**src/rtl/bp_pkg.sv**
```systemverilog
// Shared types and sizes for the branch predictor table write controller.
package bp_pkg;

  localparam int unsigned BP_IDX_W     = 10;
  localparam int unsigned BP_PHT_IDX_W = 8;
  localparam int unsigned BP_DEPTH     = 4;
  localparam int unsigned TAG_W        = 30 - BP_IDX_W;
  localparam logic [1:0]  PHT_RESET    = 2'b00;

  typedef enum logic {CLEAR, RUN} bp_state_e;

  // Resolved-branch update as captured from EX
  typedef struct packed {
    logic [31:0]             pc;
    logic [31:0]             target;
    logic                    taken;
    logic [BP_PHT_IDX_W-1:0] pattern;
  } bp_upd_t;

  typedef struct packed {
    logic             valid;
    logic [TAG_W-1:0] tag;
    logic [29:0]      target;
  } bp_btb_entry_t;

endpackage

```
**src/rtl/bp_table_ctrl_if.sv**
```systemverilog
// EX update channel, control inputs and table write port of bp_table_ctrl.
interface bp_table_ctrl_if #(
  parameter int unsigned IDX_W     = 10,
  parameter int unsigned PHT_IDX_W = 8
);
  localparam int unsigned WD_W = 1 + (30 - IDX_W) + 30;

  logic                 i_flush_req;
  logic                 i_tbl_wr_block;
  logic                 i_upd_valid;
  logic [31:0]          i_upd_pc;
  logic [31:0]          i_upd_target;
  logic                 i_upd_taken;
  logic [PHT_IDX_W-1:0] i_upd_pattern;
  logic                 o_upd_ready;
  logic                 o_busy;
  logic                 o_btb_we;
  logic [IDX_W-1:0]     o_btb_idx;
  logic [WD_W-1:0]      o_btb_wdata;
  logic                 o_pht_we;
  logic                 o_pht_clr;
  logic [PHT_IDX_W-1:0] o_pht_idx;
  logic                 o_pht_taken;

  modport slave (
    input  i_flush_req, i_tbl_wr_block, i_upd_valid, i_upd_pc, i_upd_target,
           i_upd_taken, i_upd_pattern,
    output o_upd_ready, o_busy, o_btb_we, o_btb_idx, o_btb_wdata, o_pht_we,
           o_pht_clr, o_pht_idx, o_pht_taken
  );

  modport master (
    output i_flush_req, i_tbl_wr_block, i_upd_valid, i_upd_pc, i_upd_target,
           i_upd_taken, i_upd_pattern,
    input  o_upd_ready, o_busy, o_btb_we, o_btb_idx, o_btb_wdata, o_pht_we,
           o_pht_clr, o_pht_idx, o_pht_taken
  );
endinterface

```
**src/rtl/bp_upd_fifo.sv**
```systemverilog
// Small in-order FIFO of resolved-branch updates with synchronous clear.
module bp_upd_fifo
  import bp_pkg::*;
#(
  parameter int unsigned DEPTH = BP_DEPTH
) (
  input  logic    i_clk,
  input  logic    i_clr,
  input  logic    i_push,
  input  bp_upd_t i_data,
  input  logic    i_pop,
  output bp_upd_t o_head,
  output logic    o_full,
  output logic    o_empty
);
  localparam int unsigned PTR_W = $clog2(DEPTH);

  bp_upd_t          mem [DEPTH];
  logic [PTR_W-1:0] wr_ptr;
  logic [PTR_W-1:0] rd_ptr;
  logic [PTR_W:0]   count;

  always_ff @(posedge i_clk) begin
    if (i_push) mem[wr_ptr] <= i_data;
  end

  // Pointers wrap naturally since DEPTH is a power of two
  always_ff @(posedge i_clk) begin
    if (i_clr) begin
      wr_ptr <= '0;
      rd_ptr <= '0;
      count  <= '0;
    end else begin
      if (i_push) wr_ptr <= wr_ptr + 1'b1;
      if (i_pop)  rd_ptr <= rd_ptr + 1'b1;
      case ({i_push, i_pop})
        2'b10:   count <= count + 1'b1;
        2'b01:   count <= count - 1'b1;
        default: count <= count;
      endcase
    end
  end

  assign o_head  = mem[rd_ptr];
  assign o_full  = (count == (PTR_W+1)'(DEPTH));
  assign o_empty = (count == '0);

endmodule

```
**src/rtl/bp_table_ctrl.sv**
```systemverilog
// Branch predictor table write controller: post-reset/flush clear sweep plus queued EX updates.
// Optional BP_TBL_PERF_CNT_EN adds committed-write and update-stall counters.
module bp_table_ctrl
  import bp_pkg::*;
#(
  parameter int unsigned IDX_W     = BP_IDX_W,
  parameter int unsigned PHT_IDX_W = BP_PHT_IDX_W,
  parameter int unsigned DEPTH     = BP_DEPTH
) (
  input  logic           i_clk,
  input  logic           i_rst,
  bp_table_ctrl_if.slave bus
`ifdef BP_TBL_PERF_CNT_EN
  ,
  output logic [31:0]    o_wr_cnt,
  output logic [31:0]    o_stall_cnt
`endif
);
  bp_state_e        state;
  logic [IDX_W-1:0] cnt;
  bp_upd_t          upd_in;
  bp_upd_t          head;
  logic             full;
  logic             empty;
  logic             push;
  logic             pop;
  logic             unused_bits;

  always_comb begin
    upd_in         = '0;
    upd_in.pc      = bus.i_upd_pc;
    upd_in.target  = bus.i_upd_target;
    upd_in.taken   = bus.i_upd_taken;
    upd_in.pattern = BP_PHT_IDX_W'(bus.i_upd_pattern);
  end

  // Updates accepted while clearing are dropped rather than stalling EX
  assign push = !i_rst && !bus.i_flush_req && (state == RUN) &&
                bus.i_upd_valid && bus.o_upd_ready;

  bp_upd_fifo #(.DEPTH(DEPTH)) u_fifo (
    .i_clk   (i_clk),
    .i_clr   (i_rst || bus.i_flush_req),
    .i_push  (push),
    .i_data  (upd_in),
    .i_pop   (pop),
    .o_head  (head),
    .o_full  (full),
    .o_empty (empty)
  );

  always_ff @(posedge i_clk) begin
    if (i_rst || bus.i_flush_req) begin
      state <= CLEAR;
      cnt   <= '0;
    end else if (state == CLEAR && !bus.i_tbl_wr_block) begin
      cnt <= cnt + 1'b1;
      if (cnt == '1) state <= RUN;
    end
  end

  // Single write port: clear sweep in CLEAR, FIFO head in RUN, nothing when blocked
  always_comb begin
    bus.o_busy      = i_rst || (state == CLEAR);
    bus.o_upd_ready = !i_rst && ((state == CLEAR) || !full);
    bus.o_btb_we    = 1'b0;
    bus.o_btb_idx   = '0;
    bus.o_btb_wdata = '0;
    bus.o_pht_we    = 1'b0;
    bus.o_pht_clr   = 1'b0;
    bus.o_pht_idx   = '0;
    bus.o_pht_taken = 1'b0;
    pop             = 1'b0;
    if (!i_rst && !bus.i_flush_req && !bus.i_tbl_wr_block) begin
      if (state == CLEAR) begin
        bus.o_btb_we  = 1'b1;
        bus.o_btb_idx = cnt;
        if ((cnt >> PHT_IDX_W) == '0) begin
          bus.o_pht_clr = 1'b1;
          bus.o_pht_idx = cnt[PHT_IDX_W-1:0];
        end
      end else if (!empty) begin
        pop             = 1'b1;
        bus.o_btb_we    = 1'b1;
        bus.o_btb_idx   = head.pc[IDX_W+1:2];
        bus.o_btb_wdata = {1'b1, head.pc[31:IDX_W+2], head.target[31:2]};
        bus.o_pht_we    = 1'b1;
        bus.o_pht_idx   = PHT_IDX_W'(head.pattern);
        bus.o_pht_taken = head.taken;
      end
    end
  end

  assign unused_bits = &{1'b0, head.pc[1:0], head.target[1:0]};

`ifdef BP_TBL_PERF_CNT_EN
  always_ff @(posedge i_clk) begin
    if (i_rst) begin
      o_wr_cnt    <= '0;
      o_stall_cnt <= '0;
    end else begin
      if (pop) o_wr_cnt <= o_wr_cnt + 32'd1;
      if (bus.i_upd_valid && !bus.o_upd_ready) o_stall_cnt <= o_stall_cnt + 32'd1;
    end
  end
`endif

endmodule

```
**src/flat_wrapper.sv**
```systemverilog
// flat-port wrapper written by rule: the top's interface ports become plain ports
module bp_table_ctrl_flat import bp_pkg::*;
#(
  parameter int unsigned IDX_W     = BP_IDX_W,
  parameter int unsigned PHT_IDX_W = BP_PHT_IDX_W,
  parameter int unsigned DEPTH     = BP_DEPTH
)
  (i_clk, i_rst, bus_i_flush_req, bus_i_tbl_wr_block, bus_i_upd_valid, bus_i_upd_pc, bus_i_upd_target, bus_i_upd_taken, bus_i_upd_pattern, bus_o_upd_ready, bus_o_busy, bus_o_btb_we, bus_o_btb_idx, bus_o_btb_wdata, bus_o_pht_we, bus_o_pht_clr, bus_o_pht_idx, bus_o_pht_taken);
  bp_table_ctrl_if #(.IDX_W(IDX_W), .PHT_IDX_W(PHT_IDX_W)) bus_i ();
  input  logic i_clk;
  input  logic i_rst;
  input wire logic [$bits(bus_i.i_flush_req)-1:0] bus_i_flush_req;
  input wire logic [$bits(bus_i.i_tbl_wr_block)-1:0] bus_i_tbl_wr_block;
  input wire logic [$bits(bus_i.i_upd_valid)-1:0] bus_i_upd_valid;
  input wire logic [$bits(bus_i.i_upd_pc)-1:0] bus_i_upd_pc;
  input wire logic [$bits(bus_i.i_upd_target)-1:0] bus_i_upd_target;
  input wire logic [$bits(bus_i.i_upd_taken)-1:0] bus_i_upd_taken;
  input wire logic [$bits(bus_i.i_upd_pattern)-1:0] bus_i_upd_pattern;
  output wire logic [$bits(bus_i.o_upd_ready)-1:0] bus_o_upd_ready;
  output wire logic [$bits(bus_i.o_busy)-1:0] bus_o_busy;
  output wire logic [$bits(bus_i.o_btb_we)-1:0] bus_o_btb_we;
  output wire logic [$bits(bus_i.o_btb_idx)-1:0] bus_o_btb_idx;
  output wire logic [$bits(bus_i.o_btb_wdata)-1:0] bus_o_btb_wdata;
  output wire logic [$bits(bus_i.o_pht_we)-1:0] bus_o_pht_we;
  output wire logic [$bits(bus_i.o_pht_clr)-1:0] bus_o_pht_clr;
  output wire logic [$bits(bus_i.o_pht_idx)-1:0] bus_o_pht_idx;
  output wire logic [$bits(bus_i.o_pht_taken)-1:0] bus_o_pht_taken;
  assign bus_i.i_flush_req = bus_i_flush_req;
  assign bus_i.i_tbl_wr_block = bus_i_tbl_wr_block;
  assign bus_i.i_upd_valid = bus_i_upd_valid;
  assign bus_i.i_upd_pc = bus_i_upd_pc;
  assign bus_i.i_upd_target = bus_i_upd_target;
  assign bus_i.i_upd_taken = bus_i_upd_taken;
  assign bus_i.i_upd_pattern = bus_i_upd_pattern;
  assign bus_o_upd_ready = bus_i.o_upd_ready;
  assign bus_o_busy = bus_i.o_busy;
  assign bus_o_btb_we = bus_i.o_btb_we;
  assign bus_o_btb_idx = bus_i.o_btb_idx;
  assign bus_o_btb_wdata = bus_i.o_btb_wdata;
  assign bus_o_pht_we = bus_i.o_pht_we;
  assign bus_o_pht_clr = bus_i.o_pht_clr;
  assign bus_o_pht_idx = bus_i.o_pht_idx;
  assign bus_o_pht_taken = bus_i.o_pht_taken;
  bp_table_ctrl #(.IDX_W(IDX_W), .PHT_IDX_W(PHT_IDX_W), .DEPTH(DEPTH)) u_core (.i_clk(i_clk), .i_rst(i_rst), .bus(bus_i));
endmodule
```
**config.mk**
```make
export PLATFORM = sky130hd
export DESIGN_NAME = bp_table_ctrl_flat
export DESIGN_NICKNAME = d
export VERILOG_FILES = /design/src/rtl/bp_pkg.sv /design/src/rtl/bp_table_ctrl_if.sv /design/src/rtl/bp_upd_fifo.sv /design/src/rtl/bp_table_ctrl.sv /design/src/flat_wrapper.sv
export SDC_FILE = /design/constraint.sdc
export NUM_CORES = 1
export LEC_CHECK = 0
export CAP_MARGIN = 20
export CORE_MARGIN = 1.5
export CORE_UTILIZATION = 55
export DETAILED_ROUTE_END_ITERATION = 8
export PLACE_DENSITY = 0.9
export SLEW_MARGIN = 20
export SYNTH_ARGS = -nofsm -noshare
export SYNTH_HDL_FRONTEND = slang
export SYNTH_SLANG_ARGS = --single-unit
export TNS_END_PERCENT = 30
```
**constraint.sdc**
```tcl
create_clock -name i_clk -period 5.3 [get_ports i_clk]
set_input_delay 1.325 -clock i_clk [delete_from_list [all_inputs] [get_ports i_clk]]
set_output_delay 1.325 -clock i_clk [all_outputs]
set_load 0.02 [all_outputs]
```
==> results.cfg <==
[timing]
tightest_slew_ps = 1060
post-route-period-util = 0.9298
finalSetupViolCount = 0
skew_ps = 9.978
fmax_ghz = 0.2029
period_needed_ps = 4928
rsz0062_at_grt = no
drv_slew = 0
hold_violations = 0
tns_ps = 0
slew_headroom = 0.2932

[worst_setup_path]
criticalPathCategory = input pin to output pin
r2r_cells = 9
required_ps = 3970
cp-end-kind = output pin
worstPathMaxFanout = 51
crit_arrival_ps = 3600
r2r_slack_ps = 2520
critPathLaunchType = input pin

[layout]
fillCellCount = 1176
layout.nets = 809
layout-drive-gt1-share = 0.1803
area_growth_pct = 24.38
final_area_um2 = 14340
antenna_cells = 0
ff_latch_area_um2 = 8696
multi_input_area_um2 = 2659

[floorplanning]
fp.dieH_um = 147.8
ios = 153
fp.dieW_um = 147.8
core-area_um2 = 20360
rows = 52
dieArea_um2 = 21830
initial_core_util = 0.5660

[synth]
synth_compound_area_frac = 0.02812
synth_top_area_cell = edfxtp_1
synth_fa_ha_area_frac = 0.008250
synth_mux_area_frac = 0.1357
synth_edf_count = 276
synth_cell_types = 41
synth_area_leaders = edfxtp_1 72%, mux4_2 13%, dfxtp_1 3.5%
synth_top_family_by_area = multiplexers
synthArstFlopShare = 0
syn_area_um2 = 11530
synth_cells = 560
synth_flop_cell = edfxtp_1
synth_nets = 645
ys_top_cells_by_count = 276 x edfxtp_1, 69 x mux4_2, 55 x and2_1
yosysWarnings = 0
yosys_register_bits = 296
synth_top_area_frac = 0.7191
yosys.area_share.xor_xnor = 0.003040
yosysMostFrequentCell = edfxtp_1
yosys.area_share.simple = 0.05471
syn_avg_cell_area_um2 = 20.58
synth_seq_area_share = 0.7538

[worst_hold_path]
hold_path.class = flip-flop to flip-flop
hold_depth = 2

[cts]
cts_made_buffers = 29
cts_sinks = 296
clk_path_buf_depth = 3
cts_tree = done
postCtsSetupBuffers = 0
htree_levels = 1
clock_latency_ps = 530
ctsHoldBuffers = 0
clk_pin_slew_ps = 60
cts_resized = 0
clock_tree.root_cell = clkbuf_16

[route]
vias_per_cell = 5.738
route.detailed.wl_per_inst_um = 22.21
drt_iter0_markers = 450
drtAntennaViolNets = 0
vias = 5813
wl_mm = 22.50
drtPass1Iterations = 5
drc = 0

[placement]
post_dp_cell_area_um2 = 13390
dp_hpwl_mm = 13.95
routabilityCongestion = 0.7802
io_buffers = 148

[grt]
grtUsageTotal = 0.2100
grt_antenna_before_repair = 1
grt_pass1_wl_mm = 34.91
grt_max_degree = 70
grt-ovfl-total = 0
grt_pass1_vias = 6253

[power]
ir_worst_vdd_mv = 0.3193
p_per_area_nw_per_um2 = 326.0
p_leak_nw = 4.453

[status]
status = completed

[run]
drv_cap = 0
## power by group
part / internal [mW] / switching (mW) / total (mW) / leakage [nW]
Clock: 1.23 / 0.795 / 2.03 / 0.468
Combinational: 0.0538 / 0.0391 / 0.0928 / 1.34
Sequential: 2.55 / 0.00119 / 2.55 / 2.64
Total: 3.84 / 0.836 / 4.67 / 4.45
## flip-flops by register name (all words and copies together) (netlist names), named ones only
| signal | count |
|---|---|
| u_core.u_fifo.mem | 276 |
| u_core.u_fifo.rd_ptr | 2 |
| u_core.u_fifo.count | 3 |
| u_core.u_fifo.wr_ptr | 2 |
| u_core.cnt | 10 |
| u_core.state | 1 |
## cell families after synthesis
logic type,Yosys count
flip-flops,296
multiplexers,70
XOR/XNOR,4
buffers and inverters,40
AND/OR/NAND/NOR,97
AO/OA/AOI/OAI,46
adder cells (fa/ha/maj),7
## cells in the final DEF (no fill, tap or decap), drive strengths merged, types with 2 or more instances in the layout
cell / instances
a21oi: 13
a22o: 18
and2: 55
buf: 13
bufinv: 5
clkbuf: 33
clkdlybuf4s50: 148
clkinv: 12
dfxtp: 20
edfxtp: 276
ha: 6
inv: 12
mux4: 69
nand2: 7
nand2b: 2
nor2: 8
nor3: 3
nor3b: 3
nor4: 3
o21ai: 5
o31ai: 5
or3: 4
or4: 5
xnor2: 2
xor2: 2
## worst paths after layout
kind / startpoint / to
worst max-delay path: bus_i_tbl_wr_block / bus_o_btb_wdata[35]
worst min register to register: u_core.u_fifo.rd_ptr[1] / flip-flop
worst min-delay path: u_core.u_fifo.rd_ptr[1] / flip-flop
worst max register to register: u_core.state / u_core.u_fifo.count[2]
## cell type report
| class | instances | area share |
|---|---|---|
| Sequential cell | 296 | 0.6066 |
| Tap cell | 270 | 0.02356 |
| Clock inverter | 17 | 0.01423 |
| Inverter | 12 | 0.003142 |
| Clock buffer | 33 | 0.05167 |
| Multi-Input combinational cell | 224 | 0.1855 |
| Timing Repair Buffer | 161 | 0.1154 |
## layer usage
metal  global-route usage  share of wire  wire, um
met2               0.3598           0.52     11680
met5                    0        0.00076        17
met3              0.05679          0.079      1778
met4              0.04250          0.012       269
met1               0.2728           0.39      8753
## metrics by stage
step	worst slack [ps]	hold slack, ps	instances	total power, mW	util
2_1_floorplan	1069	454.6	560	2.614	-
3_3_place_gp	482.0	457.8	963	2.685	0.6576
3_5_place_dp	433.7	485.3	963	2.693	0.6576
4_1_cts	410.3	512.1	1013	4.710	0.7040
5_1_grt	275.3	540.7	1013	4.801	0.7040
6_report	372.1	516.2	1013	4.674	0.7040
## critical path, cell delays in order
cell,delay [ps]
clkdlybuf4s50_1,580
nand2b_1,320
nor3_4,230
buf_12,250
and2_1,210
clkdlybuf4s50_1,620
(Power assumes the default switching activity.)
